[src/rtl/ha_array_row_sequencer.sv]
// Row-serial reduction controller for the 8x8 approximate multiplier's half-adder array.
// Optional build macro: HA_SEQ_BIAS_EN adds a BIAS state that folds in the BIAS constant once.
module ha_array_row_sequencer #(
    parameter int ROWS      = 4,
    parameter int ROW_SHIFT = 2,
    parameter int OUT_W     = 16
`ifdef HA_SEQ_BIAS_EN
    , parameter logic [OUT_W-1:0] BIAS = '0
`endif
) (
    input  logic                 clk,
    input  logic                 rst_n,
    input  logic                 in_valid,
    output logic                 in_ready,
    input  logic [7:0]           x,
    input  logic [7:0]           y,
    output logic [7:0]           arr_x,
    output logic [7:0]           arr_y,
    input  logic [7*ROWS-1:0]    ha_b,
    input  logic [9*ROWS-1:0]    ha_t,
    output logic                 out_valid,
    input  logic                 out_ready,
    output logic [OUT_W-1:0]     out_p,
    output logic                 busy
);

    localparam int RW = (ROWS > 1) ? $clog2(ROWS) : 1;
    localparam logic [RW-1:0] LAST_ROW = RW'(ROWS - 1);

`ifdef HA_SEQ_BIAS_EN
    typedef enum logic [1:0] {S_IDLE = 2'd0, S_ACC = 2'd1, S_DONE = 2'd2, S_BIAS = 2'd3} state_t;
`else
    typedef enum logic [1:0] {S_IDLE = 2'd0, S_ACC = 2'd1, S_DONE = 2'd2} state_t;
`endif

    state_t           state, state_nxt;
    logic [RW-1:0]    row;
    logic [OUT_W-1:0] acc;
    logic [OUT_W-1:0] t_sh [ROWS];
    logic [OUT_W-1:0] b_sh [ROWS];
    logic [OUT_W-1:0] add_a, add_b, acc_sum;

    // Row alignment is pure wiring; only the selected row reaches the shared adder.
    for (genvar k = 0; k < ROWS; k++) begin : g_row
        assign t_sh[k] = OUT_W'(ha_t[9*k +: 9]) << (ROW_SHIFT * k);
        assign b_sh[k] = OUT_W'(ha_b[7*k +: 7]) << (ROW_SHIFT * k + 2);
    end

    // NOTE: every always_comb output gets a default first so no path can infer a latch.
    always_comb begin
        add_a = t_sh[row];
        add_b = b_sh[row];
`ifdef HA_SEQ_BIAS_EN
        if (state == S_BIAS) begin
            add_a = BIAS;
            add_b = '0;
        end
`endif
    end

    // Single three-operand adder; overflow beyond OUT_W bits is intentionally dropped.
    assign acc_sum = acc + add_a + add_b;

    always_comb begin
        state_nxt = state;
        case (state)
            S_IDLE: if (in_valid) state_nxt = S_ACC;
            S_ACC: begin
                if (row == LAST_ROW) begin
`ifdef HA_SEQ_BIAS_EN
                    state_nxt = S_BIAS;
`else
                    state_nxt = S_DONE;
`endif
                end
            end
`ifdef HA_SEQ_BIAS_EN
            S_BIAS: state_nxt = S_DONE;
`endif
            S_DONE: if (out_ready) state_nxt = S_IDLE;
            default: state_nxt = S_IDLE;
        endcase
    end

    // NOTE: state is updated with non-blocking assignments so every flop samples pre-edge values.
    always_ff @(posedge clk or negedge rst_n) begin
        if (!rst_n) begin
            state <= S_IDLE;
        end else begin
            state <= state_nxt;
        end
    end

    // NOTE: the datapath is plain flops (no memory), so all of it is reset to a known zero.
    always_ff @(posedge clk or negedge rst_n) begin
        if (!rst_n) begin
            arr_x <= '0;
            arr_y <= '0;
            acc   <= '0;
            row   <= '0;
        end else begin
            case (state)
                S_IDLE: begin
                    if (in_valid) begin
                        arr_x <= x;
                        arr_y <= y;
                        acc   <= '0;
                        row   <= '0;
                    end
                end
                S_ACC: begin
                    acc <= acc_sum;
                    row <= row + 1'b1;
                end
`ifdef HA_SEQ_BIAS_EN
                S_BIAS: acc <= acc_sum;
`endif
                default: ;
            endcase
        end
    end

    assign in_ready  = (state == S_IDLE);
    assign busy      = (state != S_IDLE);
    assign out_valid = (state == S_DONE);
    assign out_p     = acc;

endmodule

[config.mk]
export PLATFORM = sky130hd
export DESIGN_NAME = ha_array_row_sequencer
export DESIGN_NICKNAME = d
export VERILOG_FILES = /design/src/rtl/ha_array_row_sequencer.sv
export SDC_FILE = /design/constraint.sdc
export NUM_CORES = 1
export LEC_CHECK = 0
export ABC_AREA = 1
export BUFFER_PORTS_ARGS = -buffer_cell sky130_fd_sc_hd__buf_2
export CAP_MARGIN = 20
export CORE_ASPECT_RATIO = 1.75
export CORE_UTILIZATION = 35
export CTS_CLUSTER_SIZE = 24
export DETAILED_ROUTE_END_ITERATION = 10
export GPL_TIMING_DRIVEN = 0
export PLACE_DENSITY = 0.64
export SLEW_MARGIN = 15
export SYNTH_ARGS = -nofsm -noshare
export SYNTH_HDL_FRONTEND = slang
export SYNTH_SLANG_ARGS = --single-unit
[constraint.sdc]
create_clock -name clk -period 3.1 [get_ports clk]
set_clock_uncertainty 0.05 [all_clocks]
set_input_delay 0.31 -clock clk [delete_from_list [all_inputs] [get_ports clk]]
set_output_delay 0.31 -clock clk [all_outputs]
set_load 0.02 [all_outputs]
# == Yosys cells after proc, flatten, opt, wreduce, memory -nomap -nowiden ==
# Cells that the tools add are included.
# word_totals
reg_bits,36
in_bits,84
out_inout_bits,35
word_cells,36
# op_classes
n_addsub,3
order_cmp,1
n_eq_ne,6
muxes,14
bitwise_logic,1
reduce_logical,6
# ops
operator,n
$mux 16,5
$bmux 16 s2,2
$add 16x16->16,2
$pmux 16 s2,1
$mux 2,4
$pmux 2 s3,1
$eq 2x2->1 const B,2
$ne 2x2->1 const B,2
$pmux 2 s2,1
$reduce_and 2->1,2
$reduce_bool 2->1,2
$ge 3x3->1 const B,1
$not 2->3,1
$reduce_and 3->1,1
$add 2x1->2 const B,1
$eq 2x1->1 const B,1
$logic_not 2->1,1
$ne 2x1->1 const B,1

# == Longest topological paths before layout ==
# depth
depth_word,7
mapped_depth,16
mapped_depth_nobuf,15

# == Least setup slack after synthesis ==
# OpenSTA, ideal clock, no wires.
# synth_path
kind,register to register
startpoint,register row[0]
endpoint,"register acc[15], in the netlist out_p[15]"
setup_ps,117
arrival_time_ps,2559
setup_slack_ps,374
stages_incl_launch_ff,16
period_less_slack_ps,2726
cell_sequence,dfrtp_1 -> inv_1 -> nor2_1 -> buf_4 -> a22oi_1 -> fa_1 -> inv_1 -> fa_1 -> nand2_1 -> nand2_1 -> nand3_1 -> nand2_1 -> nand2_1 -> nand3_1 -> nand3_1 -> nand2_1
# synth_between
elab_chain_cells,7
word_cells_on_any_way,10
# synth_rtl
element,line,rtl
"start, declared",37,logic [RW-1:0] row;
"start signal, assigned",113,row <= row + 1'b1;
$not 2->3 (implied by the code) (*),"51, 52",
$bmux 16 s2,51,add_a = t_sh[row];
$mux 16 (implied by the code) (2 in series),51,
$add 16x16->16,62,assign acc_sum = acc + add_a + add_b;
$add 16x16->16 (*),62,
$pmux 16 s2 (*),102,case (state)
"end signal, assigned",112,acc <= acc_sum;
"end, declared",38,logic [OUT_W-1:0] acc;
# Every way passes the cells marked *; elsewhere a longest branch is shown, timed or not. The select of a mux whose other input is x is not followed.
# A chain may end at the register's enable or synchronous reset.

# == Worst setup path in the final report ==
# layout_path
startpoint,register row[1]
endpoint,"register acc[11], in the netlist out_p[11]"
# The elaborated chain is that of the path after synthesis.

==> key figures <==
Place
  – Buffers on Ports: 118
  – RD Place Congestion: 0.950
  – Hpwl dp: 6480 um

Logic synthesis
  – Synth unique cells: 26
  – Yosys warns: 0
  – Net Count, Synth: 494
  – Sequential area share after synthesis: 0.307
  – Post-Syn Instances: 379
  – Mapped Area: 2930 sq um
  – Synthesized area per cell: 7.73 sq um
  – Yosys reg bits: 36

Timing
  – Maximum clock frequency: 0.349 GHz
  – RSZ-0062 raised after global routing: false
  – Rel. slew slack: 0.448
  – Worst-Margin Slew: 0.828 ns
  – Final setup violation count: 0
  – Hold Vio Cnt, Final: 0
  – Final worst-path cycle share: 0.925
  – Min cycle time layout: 2.87 ns
  – Slew Limit Fails: 0
  – Hold Slack: 0.0759 ns

Floorplanning
  – Die area: 8760 sq um
  – Ports: 119
  – Total core area: 8020 sq um
  – Initial Utilization: 0.366
  – Die Wd: 71.2 um
  – Num rows: 43
  – DIE HEIGHT: 123 um

Run status
  – Failing checks: design-rule violations
  – Outcome: finished, violations left

Finish
  – Final core utilization: 0.481
  – Diodes inserted: 0
  – Area growth syn-to-layout: 31.4%
  – Fin nets: 620
  – Layout cell share with drive strength beyond 1: 0.332

Global route
  – Largest net degree at the start of global routing: 37
  – GRT Util Overall: 0.198
  – Number of global-route vias before repair: 2947
  – First-pass GRT wire length: 13300 um
  – Initial antenna violation count: 0
  – Global route total overflow: 0

Worst setup path
  – Flop2flop setup slack: 0.23 ns
  – Arrival time of the worst setup path: 2.99 ns
  – Reg2reg path depth: 14
  – CP Capture Type: flip-flop
  – FF-to-FF End: out_p[11]$_DFFE_PN0P_
  – CP Class: reg -> reg
  – Worst path required time: 3.22 ns
  – Startpoint Class: flip-flop
  – Reg2reg start: row[1]$_DFFE_PN0P_
  – Crit Path Max Fanout: 10

Clock tree
  – CTS tree: yes
  – Clk_lat worst skew: 0.28 ns
  – Bufs on Longest Clock Path: 2
  – Clock Root Buffer: clkbuf_16
  – Clock-pin transition on the worst setup and hold timing paths: 0.06 ns
  – Clock tree sinks: 36
  – Hold-fix buffers, CTS: 0
  – TritonCTS buffer count: 5
  – H-Tree Depth: 2

Detailed routing
  – Routed length per instance: 13.3 um
  – Total wire length: 7900 um
  – 1st-pass router iterations: 8
  – Drt drc: 10
  – DR vias/cell: 4.88
  – Via Count: 2909
  – DRT antenna net count: 0
  – Initial drt markers: 137

Run
  – Max-Cap Viols: 0

Hold path
  – Hold/Removal Path Class: in -> async
[cell usage in the layout, fill, tap and decap left out, types with 3 or more instances in the layout]
cell type / netlist / routed
mux2_4: 9 / 9
buf_4: 3 / 5
nand3_1: 42 / 41
nand2_1: 127 / 126
mux2_2: 7 / 7
nor2_4: 1 / 3
inv_2: 2 / 4
inv_1: 47 / 45
nor2_1: 22 / 20
buf_2: 2 / 119
a21oi_1: 9 / 9
clkbuf_2: 0 / 3
clkbuf_16: 0 / 5
a22o_1: 6 / 6
fa_1: 14 / 14
o21ai_0: 10 / 10
ha_1: 17 / 17
dfrtp_1: 36 / 34
a22oi_1: 9 / 9
nand2_2: 2 / 3
[synthesized netlist by cell type]
cell / count / area (sq um)
dfrtp_1: 36 / 901
a22oi_1: 9 / 67.6
nand3b_1: 2 / 15.0
o31ai_1: 1 / 7.51
a22o_1: 6 / 52.6
nand4_1: 2 / 12.5
mux2_2: 7 / 78.8
buf_4: 3 / 22.5
a21oi_1: 9 / 45.0
nand2_1: 127 / 477
xnor2_1: 2 / 17.5
fa_1: 14 / 280
buf_6: 1 / 11.3
a21oi_2: 1 / 8.76
clkbuf_1: 4 / 15.0
nor2_4: 1 / 11.3
nand2_2: 2 / 12.5
o21ai_0: 10 / 50.1
mux2_4: 9 / 135
nand2_4: 1 / 11.3
nand3_1: 42 / 210
inv_2: 2 / 7.51
buf_2: 2 / 10.0
ha_1: 17 / 213
nor2_1: 22 / 82.6
inv_1: 47 / 176
[routing by layer]
layer  GRT usage  wire (um)
met5           0          0
met4       0.101        182
met3      0.0302        330
met2       0.373       4390
met1       0.208       3000
[what timing repair did]
action,CTS,global route
buffers inserted,0,1
gates resized for setup,4,19
endpoints found under the setup margin,10,10
pin swaps,0,1
[stage by stage]
| step | cell area [sq um] | setup WS, ns | instances | TNS [ns] |
|---|---|---|---|---|
| global route | 3850 | 0.00643 | 596 | 0 |
| finish | 3850 | 0.232 | 596 | 0 |
| global placement | 3630 | -0.178 | 587 | -0.594 |
| CTS | 3820 | 0.0294 | 595 | 0 |
| detailed placement | 3630 | -0.207 | 587 | -0.754 |
| floorplan | 2930 | 0.374 | 379 | 0 |
[kinds of logic (layout without fill, tap and decap cells)]
group / Yosys count / after routing / synth area share
buf+inv: 59 / 186 / 0.0828
fa+ha+maj: 31 / 31 / 0.168
flops: 36 / 36 / 0.307
simple gates: 199 / 199 / 0.284
mux: 16 / 16 / 0.0730
compound gates: 36 / 36 / 0.0790
xor+xnor: 2 / 2 / 0.00598
[layout make-up]
class                   instances  area (sq um)
flip-flops and latches         36           903
clock buffers                   5           125
well taps                      90           113
clock inverters                 3          46.3
repair buffers                119           598
inverters                      49           184
multi-input cells             284          1810
plain buffers                  10          72.6
fillers                       816          4160
[registers in the layout, summed over array words and instances (netlist names)]
register / cells
out_p: 16
arr_x: 8
arr_y: 8
row: 2
state: 2
[how the worst max path moves through the flow]
stage,from,endpoint,slack (ns),cells past startpoint
floorplan,row[0]$_DFFE_PN0P_,out_p[15]$_DFFE_PN0P_,0.37,15
global placement,row[0]$_DFFE_PN0P_,out_p[11]$_DFFE_PN0P_,-0.18,15
detailed placement,row[0]$_DFFE_PN0P_,out_p[11]$_DFFE_PN0P_,-0.21,15
CTS,row[1]$_DFFE_PN0P_,out_p[11]$_DFFE_PN0P_,0.03,14
global route,row[1]$_DFFE_PN0P_,out_p[14]$_DFFE_PN0P_,0.006,16
finish,row[1]$_DFFE_PN0P_,out_p[11]$_DFFE_PN0P_,0.23,14
[critical path, stage by stage, from the launching register on]
cell and delay [ns]:
dfrtp_2 0.46, nor2_4 0.17, buf_4 0.21, a22oi_1 0.12
fa_1 0.52, inv_1 0.07, fa_1 0.45, nand2_2 0.12
nand2_1 0.06, nand3_1 0.07, nand2_1 0.11, nand2_1 0.10
nand3b_1 0.07, nand3_1 0.11, nand2_1 0.06
Power is left out: the tool's default activity adds up to more than one toggle a clock period on the data nets, which glitch-free logic cannot reach.
